<file path="src/rtl/parking_ctrl_param.sv">
// Parking lot occupancy controller with a reserved (uni) zone and a public (free) zone.
// A built-in hour counter shrinks the reserved zone on a configurable release schedule.
module parking_ctrl_param #(
    parameter int W                  = 10,
    parameter int TOTAL_CAP          = 700,
    parameter int UNI_CAP_MAX        = 500,
    parameter int UNI_CAP_MIN        = 200,
    parameter int RELEASE_START_HOUR = 13,
    parameter int RELEASE_STEP       = 50,
    parameter int START_HOUR         = 8,
    parameter int CYCLES_PER_HOUR    = 256
) (
    input  logic         clk,
    input  logic         reset,
    input  logic         car_entered,
    input  logic         is_uni_car_entered,
    input  logic         car_exited,
    input  logic         is_uni_car_exited,
    output logic [W-1:0] uni_parked_car,
    output logic [W-1:0] parked_car,
    output logic [W-1:0] uni_vacated_space,
    output logic [W-1:0] vacated_space,
    output logic         uni_is_vacated_space,
    output logic         is_vacated_space,
    output logic         illegal_enter,
    output logic         illegal_exit,
    output logic [4:0]   hour
);

    localparam int CW = (CYCLES_PER_HOUR > 1) ? $clog2(CYCLES_PER_HOUR) : 1;

    typedef struct packed {
        logic enter;
        logic enter_uni;
        logic leave;
        logic leave_uni;
    } req_t;

    req_t          req;
    logic [CW-1:0] cyc;
    logic [4:0]    hour_q;
    logic [W-1:0]  uni_cnt, free_cnt;
    logic          ie_q, ix_q;

    logic [31:0]   release_amt;
    logic [W-1:0]  uni_cap, free_cap, uni_excess, uni_vac, free_vac;
    logic [W:0]    free_used;
    logic          enter_ok, exit_ok;
    logic          uni_inc, uni_dec, free_inc, free_dec;

    assign req = '{enter: car_entered, enter_uni: is_uni_car_entered,
                   leave: car_exited,  leave_uni: is_uni_car_exited};

    // Release is computed in 32 bits and clamped before subtracting, so no underflow.
    always_comb begin
        release_amt = '0;
        uni_cap     = W'(UNI_CAP_MAX);
        if (32'(hour_q) > 32'(RELEASE_START_HOUR)) begin
            release_amt = 32'(RELEASE_STEP) * (32'(hour_q) - 32'(RELEASE_START_HOUR));
            if (release_amt >= 32'(UNI_CAP_MAX - UNI_CAP_MIN))
                uni_cap = W'(UNI_CAP_MIN);
            else
                uni_cap = W'(32'(UNI_CAP_MAX) - release_amt);
        end
    end

    // Uni cars stranded above a shrunken zone eat into the free zone.
    always_comb begin
        free_cap   = W'(TOTAL_CAP) - uni_cap;
        uni_excess = (uni_cnt > uni_cap) ? uni_cnt - uni_cap : '0;
        uni_vac    = (uni_cap > uni_cnt) ? uni_cap - uni_cnt : '0;
        free_used  = {1'b0, free_cnt} + {1'b0, uni_excess};
        free_vac   = ({1'b0, free_cap} > free_used) ? W'({1'b0, free_cap} - free_used) : '0;
    end

    // Entry and exit are judged independently on pre-edge state.
    always_comb begin
        enter_ok = req.enter & (req.enter_uni ? (uni_vac != '0) : (free_vac != '0));
        exit_ok  = req.leave & (req.leave_uni ? (uni_cnt != '0) : (free_cnt != '0));
        uni_inc  = enter_ok &  req.enter_uni;
        free_inc = enter_ok & ~req.enter_uni;
        uni_dec  = exit_ok  &  req.leave_uni;
        free_dec = exit_ok  & ~req.leave_uni;
    end

    always_ff @(posedge clk or posedge reset) begin
        if (reset) begin
            cyc      <= '0;
            hour_q   <= 5'(START_HOUR);
            uni_cnt  <= '0;
            free_cnt <= '0;
            ie_q     <= 1'b0;
            ix_q     <= 1'b0;
        end else begin
            if (cyc == CW'(CYCLES_PER_HOUR - 1)) begin
                cyc    <= '0;
                hour_q <= (hour_q == 5'd23) ? 5'd0 : hour_q + 5'd1;
            end else begin
                cyc <= cyc + CW'(1);
            end
            uni_cnt  <= uni_cnt  + W'(uni_inc)  - W'(uni_dec);
            free_cnt <= free_cnt + W'(free_inc) - W'(free_dec);
            ie_q     <= req.enter & ~enter_ok;
            ix_q     <= req.leave & ~exit_ok;
        end
    end

    assign uni_parked_car       = uni_cnt;
    assign parked_car           = free_cnt;
    assign uni_vacated_space    = uni_vac;
    assign vacated_space        = free_vac;
    assign uni_is_vacated_space = (uni_vac != '0);
    assign is_vacated_space     = (free_vac != '0);
    assign illegal_enter        = ie_q;
    assign illegal_exit         = ix_q;
    assign hour                 = hour_q;

endmodule

</file>
<file path="config.mk">
export PLATFORM = sky130hd
export DESIGN_NAME = parking_ctrl_param
export DESIGN_NICKNAME = d
export VERILOG_FILES = /design/src/rtl/parking_ctrl_param.sv
export SDC_FILE = /design/constraint.sdc
export NUM_CORES = 1
export LEC_CHECK = 0
export ABC_AREA = 1
export CAP_MARGIN = 20
export CORE_ASPECT_RATIO = 1.2
export CORE_MARGIN = 3
export CORE_UTILIZATION = 45
export CTS_CLUSTER_SIZE = 10
export DETAILED_ROUTE_END_ITERATION = 10
export PLACE_DENSITY = 0.75
export SLEW_MARGIN = 20
export SYNTH_ARGS = -nofsm -noshare
export SYNTH_HDL_FRONTEND = slang
export SYNTH_SLANG_ARGS = --single-unit
</file>
<file path="constraint.sdc">
create_clock -name clk -period 19.1 [get_ports clk]
set_input_delay 3.82 -clock clk [delete_from_list [all_inputs] [get_ports clk]]
set_output_delay 3.82 -clock clk [all_outputs]
set_load 0.1 [all_outputs]
</file>
==> reports/metrics.yaml <==
outcome:
  status: "completed"
critical_path:
  worstSetupPathType: "flop to output port"
  crit_path_end_kind: "output port"
  cp_max_fo: 10
  crit_top_cell: "nand2_1"
  startpoint_type: "flop"
  cp.required_ns: 15.28
  slowest_delay_ns: 1.12
  critPathSlowestCell: "clkdlybuf4s50_1"
  worstPathArrival_ns: 11.36
  critPathTopFamily: "simple AND/OR/NAND/NOR gates"
  path_buf_inv: 12
timing:
  setup_violations: 0
  rsz0062_at_grt: "no"
  fin_worst_skew_ns: 0.01033
  slew_headroom: 0.3350
  fin_tns_setup_ns: 0
  min_period_ns: 15.18
  fmax_mhz: 65.89
  post-route-period-util: 0.7946
  hold_violations: 0
  worst_pin_slew_ns: 0.9944
  final_max_slew_viol_count: 0
cells_and_area:
  diodes: 0
  drive_above_1_share: 0.05653
  final_cells: 872
  layout.nets: 854
  utilization: 0.5485
  syn_to_final_growth_pct: 16.63
run:
  cap_viol_max_count: 0
routing:
  routed_wl_mm: 12.14
  ant_nets: 0
  route.detailed.drc: 0
  drtPass1Iterations: 5
  first_iter_violations: 211
  via_per_inst: 5.157
  via_count: 4497
  wl_per_cell_um: 13.92
clock_tree:
  ctsResizeCount: 0
  path_clk_slew_ns: 0.07
  cts_buffers: 5
  clock_tree.buffer_depth: 2
  cts_tree: "yes"
  post_cts_buffers: 0
  cts_root_buffer: "clkbuf_16"
  cts_hold_buf: 0
  clk_latency_ns: 0.29
  clock_sinks: 35
  cts_max_level: 2
grt:
  grt_pass1_vias: 4444
  grt_max_degree: 36
  grt_pass1_wl_mm: 20.07
  gr-usage-all-layers: 0.2000
  antenna_found_initial: 0
  grt-ovfl-total: 0
floorplanning:
  coreArea_um2: 10720
  initial_core_util: 0.4703
  die_w_um: 102.6
  die-area_um2: 12520
  rows: 41
  io_pins: 55
  dieHeight_um: 122.0
logic_synthesis:
  synth.distinct_cells: 45
  synth_top_cell_area_share: 0.2357
  synth_seq_cells: 35
  async_flop_share: 1.000
  syn_inst: 686
  netlist_area_um2: 5042
  avgSynthCellArea_um2: 7.350
  ys_top_cells_by_area: "ha_1 (24%), dfrtp_1 (17%), inv_1 (10%)"
  synth_top_cell_by_area: "ha_1"
  synth_flop_cell: "dfrtp_1"
  synth-edff-count: 0
  synth_nets: 798
  yosysWarnings: 0
  ys_seq_area_frac: 0.1739
worst_hold_path:
  hold_path.class: "flop to flop"
place:
  hpwlAfterDp_mm: 10.32
  dp_cells: 864
  gp_congestion: 0.8948
  numPortBuffers: 54
synth_stat cells, types with 5 or more instances:
| library cell | number |
|---|---|
| inv_1 | 135 |
| nand2_1 | 107 |
| ha_1 | 95 |
| nor2_1 | 66 |
| a21oi_1 | 49 |
| xor2_1 | 43 |
| dfrtp_1 | 34 |
| nand3_1 | 30 |
| o21ai_0 | 19 |
| xnor2_1 | 12 |
| fa_1 | 11 |
| nor3_1 | 11 |
| nand2_2 | 9 |
| nand4_1 | 9 |
| o21bai_1 | 5 |
final timing paths:
kind / cells past startpoint / from / slack, ns / end
max: 68 / hour[0]$_DFFE_PP0N_ / 3.92 / is_vacated_space
min: 1 / cyc[0]$_DFF_PP0_ / 0.47 / cyc[0]$_DFF_PP0_
max reg2reg: 80 / hour[0]$_DFFE_PP0N_ / 6.74 / parked_car[8]$_DFF_PP0_
min reg2reg: 1 / cyc[0]$_DFF_PP0_ / 0.47 / cyc[0]$_DFF_PP0_
max in group asynchronous: 3 / reset / 14.81 / hour[3]$_DFFE_PP1N_
min in group asynchronous: 3 / reset / 3.94 / cyc[6]$_DFF_PP0_
cell families after synthesis:
group           count (synthesis)  share of synthesized area
compound gates                 95                     0.1124
xor+xnor                       56                    0.09876
other cells                     2                   0.001489
fa+ha+maj                     106                     0.2794
flops                          35                     0.1739
simple gates                  247                     0.2218
buf+inv                       145                     0.1122
metrics by stage:
stage | setup slack, ns | hold WS (ns) | instance area (µm²)
final | 3.922 | 0.4702 | 5881
after global routing | 2.861 | 0.4930 | 5881
after CTS | 3.926 | 0.4723 | 5881
after detailed placement | 4.271 | 0.4628 | 5708
after global placement | 4.774 | 0.4443 | 5708
after floorplan | 4.194 | 0.4329 | 5042
cell usage in the layout, fill, tap and decap left out, types with 2 or more instances in the layout:
| master | n |
|---|---|
| a31oi_1 | 3 |
| a221oi_1 | 2 |
| nand2_2 | 9 |
| a21oi_1 | 49 |
| o21bai_1 | 5 |
| nand4_1 | 9 |
| inv_1 | 135 |
| nor3_4 | 2 |
| o21ai_0 | 19 |
| ha_1 | 95 |
| inv_2 | 4 |
| conb_1 | 2 |
| o21ai_2 | 3 |
| a211oi_1 | 2 |
| nor3_1 | 11 |
| xnor2_1 | 12 |
| nor2_2 | 2 |
| xor2_1 | 43 |
| a21oi_4 | 2 |
| nand4_2 | 3 |
| nor2_1 | 66 |
| fa_1 | 11 |
| clkdlybuf4s50_1 | 54 |
| nand2_4 | 3 |
| clkbuf_16 | 5 |
| dfrtp_1 | 34 |
| nand2_1 | 107 |
| o21ai_1 | 4 |
| nand3_1 | 30 |
worst reg2reg max path: cells and delay by family, from the launching register on:
| family | cells | cell delay, ns |
|---|---|---|
| compound gates | 9 | 1.70 |
| xor+xnor | 3 | 0.60 |
| flops | 1 | 0.59 |
| buf+inv | 12 | 0.98 |
| fa+ha+maj | 13 | 4.05 |
| simple gates | 43 | 4.30 |
layout make-up:
cell class | count | area (µm²)
tap | 129 | 161.4
inverter | 139 | 521.8
clock buffer | 5 | 125.1
timing repair buffer | 55 | 548.0
fill | 987 | 4841
clock inverter | 3 | 47.55
sequential | 35 | 877.1
multi-input combinational | 506 | 3600
layer usage:
metal  global-route usage  routed length, µm
met5                    0                  0
met4              0.04266                231
met3              0.02234                568
met2               0.3861               6437
met1               0.2310               4899
state kept, by name (all words and copies together), names as in the netlist:
signal          cells
parked_car         10
uni_parked_car     10
cyc                 8
hour                5
illegal_enter       1
illegal_exit        1
Power is not shown: default switching activity piles up to over one toggle a cycle in this logic, so the estimate is an artifact.
